===== src/rtl/key_pkg.sv =====
// Shared types and helpers for the serial key loader.
// Holds the loader state encoding and the default key/checksum widths.
package key_pkg;

    typedef enum logic [2:0] {
        IDLE,
        SHIFT,
        CHECK,
        HOLD,
        ERROR
    } key_ld_state_t;

    localparam int KEY_W_DEF = 16;
    localparam int CHK_W_DEF = 4;

    function automatic logic [CHK_W_DEF-1:0] chk_fold(
        input logic [KEY_W_DEF-1:0] key
    );
        logic [CHK_W_DEF-1:0] acc;
        acc = '0;
        for (int i = 0; i < KEY_W_DEF / CHK_W_DEF; i++) begin
            acc ^= key[i*CHK_W_DEF +: CHK_W_DEF];
        end
        return acc;
    endfunction

endpackage


===== src/rtl/key_chk_fold.sv =====
// Combinational XOR-fold of a key into CHK_W-bit slices.
// Produces the checksum the loader compares against the shifted-in one.
module key_chk_fold
    import key_pkg::*;
#(
    parameter int KEY_W = KEY_W_DEF,
    parameter int CHK_W = CHK_W_DEF
) (
    input  logic [KEY_W-1:0] key,
    output logic [CHK_W-1:0] chk
);

    always_comb begin
        chk = '0;
        for (int i = 0; i < KEY_W / CHK_W; i++) begin
            chk ^= key[i*CHK_W +: CHK_W];
        end
    end

endmodule


===== src/rtl/key_loader_serial.sv =====
// Serial key loader: shifts in key plus checksum, verifies it, then drives
// the key bus of the locked netlist. The bus stays zero unless a key is verified.
module key_loader_serial
    import key_pkg::*;
#(
    parameter int KEY_W = KEY_W_DEF,
    parameter int CHK_W = CHK_W_DEF
) (
    input  logic             clk,
    input  logic             rst,
    input  logic             start,
    input  logic             sdi,
    input  logic             sdi_vld,
    output logic             sdi_rdy,
    input  logic             zeroize,
    output logic [KEY_W-1:0] key_out,
    output logic             key_valid,
    output logic             key_err,
    output logic             busy
);

    localparam int SH_W  = KEY_W + CHK_W;
    localparam int CNT_W = $clog2(SH_W + 1);

    key_ld_state_t    state, state_nxt;
    logic [SH_W-1:0]  shift_q, shift_d;
    logic [CNT_W-1:0] cnt_q, cnt_d;
    logic [KEY_W-1:0] key_q, key_d;
    logic             vld_q, vld_d;
    logic             err_q, err_d;
    logic [CHK_W-1:0] fold_chk;
    logic             chk_ok;
    logic             accept;

    key_chk_fold #(
        .KEY_W(KEY_W),
        .CHK_W(CHK_W)
    ) u_fold (
        .key(shift_q[SH_W-1:CHK_W]),
        .chk(fold_chk)
    );

    assign chk_ok  = (fold_chk == shift_q[CHK_W-1:0]);
    assign sdi_rdy = (state == SHIFT);
    assign accept  = sdi_vld && sdi_rdy;
    assign busy    = (state == SHIFT) || (state == CHECK);

    always_ff @(posedge clk) begin
        if (rst) begin
            state   <= IDLE;
            shift_q <= '0;
            cnt_q   <= '0;
            key_q   <= '0;
            vld_q   <= 1'b0;
            err_q   <= 1'b0;
        end else begin
            state   <= state_nxt;
            shift_q <= shift_d;
            cnt_q   <= cnt_d;
            key_q   <= key_d;
            vld_q   <= vld_d;
            err_q   <= err_d;
        end
    end

    always_comb begin
        state_nxt = state;
        shift_d   = shift_q;
        cnt_d     = cnt_q;
        key_d     = key_q;
        vld_d     = vld_q;
        err_d     = err_q;
        if (zeroize) begin
            state_nxt = IDLE;
            shift_d   = '0;
            cnt_d     = '0;
            key_d     = '0;
            vld_d     = 1'b0;
            err_d     = 1'b0;
        end else if (start) begin
            // Any start drops the held key so it is never seen during a reload
            state_nxt = SHIFT;
            shift_d   = '0;
            cnt_d     = '0;
            key_d     = '0;
            vld_d     = 1'b0;
            err_d     = 1'b0;
        end else begin
            unique case (state)
                SHIFT: begin
                    if (accept) begin
                        shift_d = {shift_q[SH_W-2:0], sdi};
                        cnt_d   = cnt_q + 1'b1;
                        if (cnt_q == CNT_W'(SH_W - 1)) begin
                            state_nxt = CHECK;
                        end
                    end
                end
                CHECK: begin
                    if (chk_ok) begin
                        state_nxt = HOLD;
                        key_d     = shift_q[SH_W-1:CHK_W];
                        vld_d     = 1'b1;
                    end else begin
                        state_nxt = ERROR;
                        key_d     = '0;
                        vld_d     = 1'b0;
                        err_d     = 1'b1;
                    end
                end
                default: ;
            endcase
        end
    end

    assign key_out   = key_q;
    assign key_valid = vld_q;
    assign key_err   = err_q;

endmodule


===== config.mk =====
export PLATFORM = sky130hd
export DESIGN_NAME = key_loader_serial
export DESIGN_NICKNAME = d
export VERILOG_FILES = /design/src/rtl/key_pkg.sv /design/src/rtl/key_chk_fold.sv /design/src/rtl/key_loader_serial.sv
export SDC_FILE = /design/constraint.sdc
export NUM_CORES = 1
export LEC_CHECK = 0
export BUFFER_PORTS_ARGS = -buffer_cell sky130_fd_sc_hd__buf_2
export CORE_ASPECT_RATIO = 0.6
export CORE_UTILIZATION = 40
export DETAILED_ROUTE_END_ITERATION = 8
export GPL_TIMING_DRIVEN = 0
export SYNTH_ARGS = -nofsm -noshare
export SYNTH_HDL_FRONTEND = slang
export SYNTH_SLANG_ARGS = --single-unit

===== constraint.sdc =====
create_clock -name clk -period 1.75 [get_ports clk]
set_input_delay 0.175 -clock clk [delete_from_list [all_inputs] [get_ports clk]]
set_output_delay 0.175 -clock clk [all_outputs]
set_load 0.005 [all_outputs]

After elaboration in Yosys (flattened, before gate mapping) --
Index checks and enable logic that the tools add are counted.
Word-level totals: flip-flop bits (word level) 46, output and inout bits 20, word-level logic and storage cells 37
Cells by class: add/sub/neg operators 1, eq/ne operators 8, multiplexer cells 7, bitwise logic cells 4, reductions and logical operators 10
Operator list (count):
- 2-to-1 mux 16 bit | 1
- XOR 4 bit | 3
- 2-to-1 mux 3 bit | 3
- != test 3 x 2 -> 1 bit (second input constant) | 2
- case mux 3 bit (2 select lines) | 1
- AND reduction 3 bit | 2
- adder 5 x 1 -> 5 bit (second input constant) | 1
- equality test 5 bit (second input constant) | 1
- equality test 4 bit | 1
- != test 2 x 1 -> 1 bit (second input constant) | 2
- AND reduction 2 bit | 2
- equality test 3 x 1 -> 1 bit (second input constant) | 1
- equality test 3 x 2 -> 1 bit (second input constant) | 1
- nonzero test 3 bit | 1
- OR reduction 3 bit | 1
- 2-to-1 mux 1 bit | 2
- nonzero test 2 bit | 1
- OR reduction 2 bit | 1
- logical AND 1 bit | 1
- logical OR 1 bit | 1
- inverter 1 bit | 1

Logic depth before layout (Yosys ltp) --
depth after elaboration 7, mapped depth 6

By module --
Synthesis repeated with hierarchy kept, for this count alone.
Unflattened totals: cell total of the unflattened synthesis 194, area, all modules 1876.8 µm²
Modules (own cells, without submodules):
- key_loader_serial | times used 1, cells each 182, area each 1771.7 µm², sequential area each 920.9 µm²
- key_chk_fold | times used 1, cells each 12, area each 105.1 µm², sequential area each 0.0 µm²

Worst setup path after synthesis --
OpenSTA, ideal clock, no wires.
path type register to register, from reg shift_q[3], to reg err_q, in the netlist key_err, data arrival time 1.336 ns, required time 1.633 ns, setup slack 0.297 ns, cell stages (with the launch flop) 6, period minus slack after synthesis 1.453 ns, cell sequence dfxtp_1 > xnor3_1 > xnor2_1 > nand4_1 > buf_2 > a22o_1
On the way: longest elaborated chain between the ends 3
RTL lines:
- start, declared | RTL line key_loader_serial.sv:26 | logic [SH_W-1:0] shift_q, shift_d;
- start signal, assigned | RTL line key_loader_serial.sv:58 | shift_q <= shift_d;
- equality test 4 bit | RTL line key_loader_serial.sv:43 | assign chk_ok = (fold_chk == shift_q[CHK_W-1:0]);
- inverter 1 bit (no line)
- AND reduction 2 bit (no line)
- end signal, assigned | RTL line key_loader_serial.sv:62 | err_q <= err_d;
- end, declared | RTL line key_loader_serial.sv:30 | logic err_q, err_d;
Every way passes these cells. A chain may end at the register's enable or synchronous reset.

Worst setup path after layout --
from reg shift_q[0], to reg state[2]
On the way: longest elaborated chain between the ends 3
RTL lines:
- equality test 4 bit | RTL line key_loader_serial.sv:43
- 2-to-1 mux 3 bit | RTL line key_loader_serial.sv:100 | if (chk_ok) begin
- case mux 3 bit (2 select lines) | RTL line key_loader_serial.sv:89 | unique case (state)
- end signal, assigned | RTL line key_loader_serial.sv:57 | state <= state_nxt;
- end, declared | RTL line key_loader_serial.sv:25 | key_ld_state_t state, state_nxt;
Every way passes these cells.

==> impl_metrics.yaml <==
clock_network:
  hold_buffers: 0
  root_buffer: "clkbuf_8"
  numCtsBuffers: 5
  cts_max_path_buffers: 2
  clock_latency_ns: 0.29
  cts_tree: "yes"
  cts_max_level: 2
  cts.sinks: 46
  cts.clk_slew.worst_paths_ns: 0.08
pwr:
  power.density_cell_area_nw_per_um2: 807.8
  vdd_ir_drop_max_mv: 0.4098
  leakagePower_nw: 0.8041
  finalPower_mw: 1.754
logic_synthesis:
  synth_fp_nets: 224
  synth_warnings: 0
  synthCells: 217
  ys_seq_area_share_pct: 50.27
  ys_ff_latch: 46
  syn_area_um2: 1832
  synth.avg_cell_area_um2: 8.441
  yosysUniqueCellTypes: 25
grt:
  grt_start_max_net_pins: 14
  track_usage_pct: 17.51
  grt_pass1_vias: 1225
  top_usage_layer: "met1"
  antenna_found_initial: 0
  grt_pass1_wl_um: 6113
  globalRouteOverflowTotal: 0
  grt_use_met2_pct: 22.52
  met3_usage_pct: 4.977
  grtUsageMet1_pct: 27.15
setup_path:
  reg2reg_depth: 6
  required_ns: 1.94
  cp_max_fo: 5
  end_kind: "flip-flop"
  r2r-end: "state[2]$_SDFFE_PP0P_"
  crit_arrival_ns: 1.84
  path_class: "flip-flop to flip-flop"
  crit_chain: "xnor3_1, xnor2_1, nand4_1, buf_4, buf_6, a22o_1"
  cp_slowest_stage_delay_ns: 0.43
  worst_path_max_delay_cell: "xnor3_1"
  r2r_slack_ns: 0.10
  start_kind: "flip-flop"
  r2r-start: "shift_q[0]$_SDFFE_PP0P_"
run_status:
  status: "finished, final reports clean"
sta:
  worst_pin_slew_ns: 0.5131
  min_period_over_period_pct: 94.16
  slew-limit-headroom_pct: 65.79
  setup_viol: 0
  skew_ns: 0.006548
  max_clock_freq_mhz: 606.9
  fin_crit_ns: 1.648
  final_hold_viol_count: 0
  slew_violations: 0
floorplan:
  rows: 18
  io_pins: 26
  dieArea_um2: 4863
  dieWidth_um: 89.37
  dieHeight_um: 54.42
  core_area_um2: 4257
  start_util_pct: 43.03
final_layout:
  drive_above_1_share_pct: 18.50
  area_delta_synth_final_pct: 18.51
  finalInstanceArea_um2: 2171
  nets: 260
  num-fill-cells: 435
  diodes: 0
worst_hold_path:
  hold_start: "sdi"
  holdCritPathClass: "input pin to flip-flop"
  whs_path_depth: 3
  hold_end: "shift_q[0]$_SDFFE_PP0P_"
route:
  drt_iter0_markers: 73
  via_count: 1472
  drt_pass1_iterations: 4
  wl_um: 3889
  postRouteAntennaNets: 0
  routedWlPerCell_um: 12.39
  avgViaCountPerCell: 4.688
  drcViolationCount: 0
place:
  io_buffers: 25
  gp_congestion: 0.7887
  dpl_cell_area_um2: 2032
  hpwl_um: 2732
job:
  cap_violations: 0
[cells by family (layout without fill, tap and decap cells)]
group           Yosys count  after routing  synth area share (%)
compound gates           43             43                 12.57
xor+xnor                 16             16                 10.66
fa+ha+maj                 1              1                0.6830
buf+inv                  15             52                 3.689
flops                    46             46                 50.27
simple gates             96             96                 22.13
[worst max-delay path by stage]
stage                                 start                     to  slack (ns)  cells past startpoint
floorplan           shift_q[3]$_SDFFE_PP0P_   key_err$_SDFFE_PP0P_        0.30                      5
global placement    shift_q[0]$_SDFFE_PP0P_  state[2]$_SDFFE_PP0P_        0.03                      5
detailed placement  shift_q[3]$_SDFFE_PP0P_  state[2]$_SDFFE_PP0P_        0.02                      5
CTS                 shift_q[3]$_SDFFE_PP0P_   key_err$_SDFFE_PP0P_        0.01                      5
global route        shift_q[1]$_SDFFE_PP0P_  state[1]$_SDFFE_PP0P_      -0.003                      5
finish              shift_q[0]$_SDFFE_PP0P_  state[2]$_SDFFE_PP0P_        0.10                      6
[layout make-up]
class	instances	area [µm²]	area share [%]
Sequential cell	46	922.1	42.48
Multi-Input combinational cell	156	849.6	39.14
Timing Repair Buffer	29	152.6	7.032
Clock buffer	7	86.33	3.977
Tap cell	60	75.07	3.458
Buffer	13	72.57	3.343
Inverter	2	7.507	0.3458
Clock inverter	1	5.005	0.2305
[critical path, delay by kind of cell (launching register included)]
| family | cells | cell delay, ns |
|---|---|---|
| xor+xnor | 2 | 0.61 |
| flops | 1 | 0.38 |
| buf+inv | 2 | 0.30 |
| compound gates | 1 | 0.17 |
| simple gates | 1 | 0.10 |
[flip-flops by register name, summed over array words and instances, names as in the netlist]
| signal | cells |
|---|---|
| key_valid | 1 |
| cnt_q | 5 |
| key_out | 16 |
| state | 3 |
| shift_q | 20 |
| key_err | 1 |
[layout by cell type, fill, tap and decap left out, drive strengths merged]
| cell type | count |
|---|---|
| nor4bb | 1 |
| a21oi | 22 |
| xnor3 | 4 |
| nand4 | 4 |
| xor2 | 3 |
| inv | 2 |
| nor2 | 7 |
| ha | 1 |
| or3 | 1 |
| clkbuf | 13 |
| dfxtp | 46 |
| o32ai | 1 |
| clkinv | 1 |
| a22o | 2 |
| and2 | 1 |
| nand2 | 78 |
| nor3 | 1 |
| xnor2 | 9 |
| buf | 36 |
| a221oi | 1 |
| o21ai | 17 |
| or2 | 1 |
| nor3b | 2 |
[timing repair]
item,4_1_cts,5_1_grt
gates resized for setup,1,6
pin swaps,0,1
hold endpoints to repair,0,0
setup buffers,0,3
setup endpoints to repair,2,21
gates cloned,0,1
[per-stage QoR]
stage / instances / TNS (ns) / util, % / worst slack (ns) / hold WS [ns]
floorplan: 217 / 0 / - / 0.2969 / 0.2903
global placement: 302 / 0 / 47.74 / 0.03307 / 0.4194
detailed placement: 302 / 0 / 47.74 / 0.01728 / 0.4315
CTS: 310 / 0 / 49.94 / 0.01200 / 0.1114
global route: 314 / -0.003102 / 51.00 / -0.003102 / 0.1370
finish: 314 / 0 / 51.00 / 0.1022 / 0.1190
[power by group]
part / switching (mW) / internal [mW] / total [mW]
registers: 0.00183 / 1.05 / 1.05
logic: 0.0340 / 0.0152 / 0.0492
clock network: 0.337 / 0.319 / 0.656
[cells in the mapped netlist]
| cell | number | area share (%) |
|---|---|---|
| a22o_1 | 2 | 0.96 |
| dfxtp_1 | 46 | 50 |
| xnor3_1 | 4 | 4.9 |
| xnor2_1 | 9 | 4.3 |
| a221oi_1 | 1 | 0.48 |
| or3_1 | 1 | 0.34 |
| nor3_1 | 1 | 0.27 |
| or2_2 | 1 | 0.34 |
| inv_1 | 2 | 0.41 |
| nor4bb_1 | 1 | 0.55 |
| xor2_1 | 3 | 1.4 |
| nor2_1 | 6 | 1.2 |
| buf_2 | 6 | 1.6 |
| o21ai_1 | 17 | 4.6 |
| clkbuf_1 | 6 | 1.2 |
| nor3b_1 | 1 | 0.41 |
| nor2_4 | 1 | 0.61 |
| a21oi_1 | 22 | 6.0 |
| nand2_1 | 78 | 16 |
| ha_1 | 1 | 0.68 |
| nand4_1 | 4 | 1.4 |
| and2_1 | 1 | 0.34 |
| nor3b_2 | 1 | 0.68 |
| o32ai_1 | 1 | 0.48 |
| buf_4 | 1 | 0.41 |
[metal layers]
metal / up-vias / share of wire, %
met2: 26 / 36
met1: 663 / 59
met4: 0 / 1.2
met5: - / 0
li1: 778 / -
met3: 5 / 3.9
(Power assumes the default switching activity.)
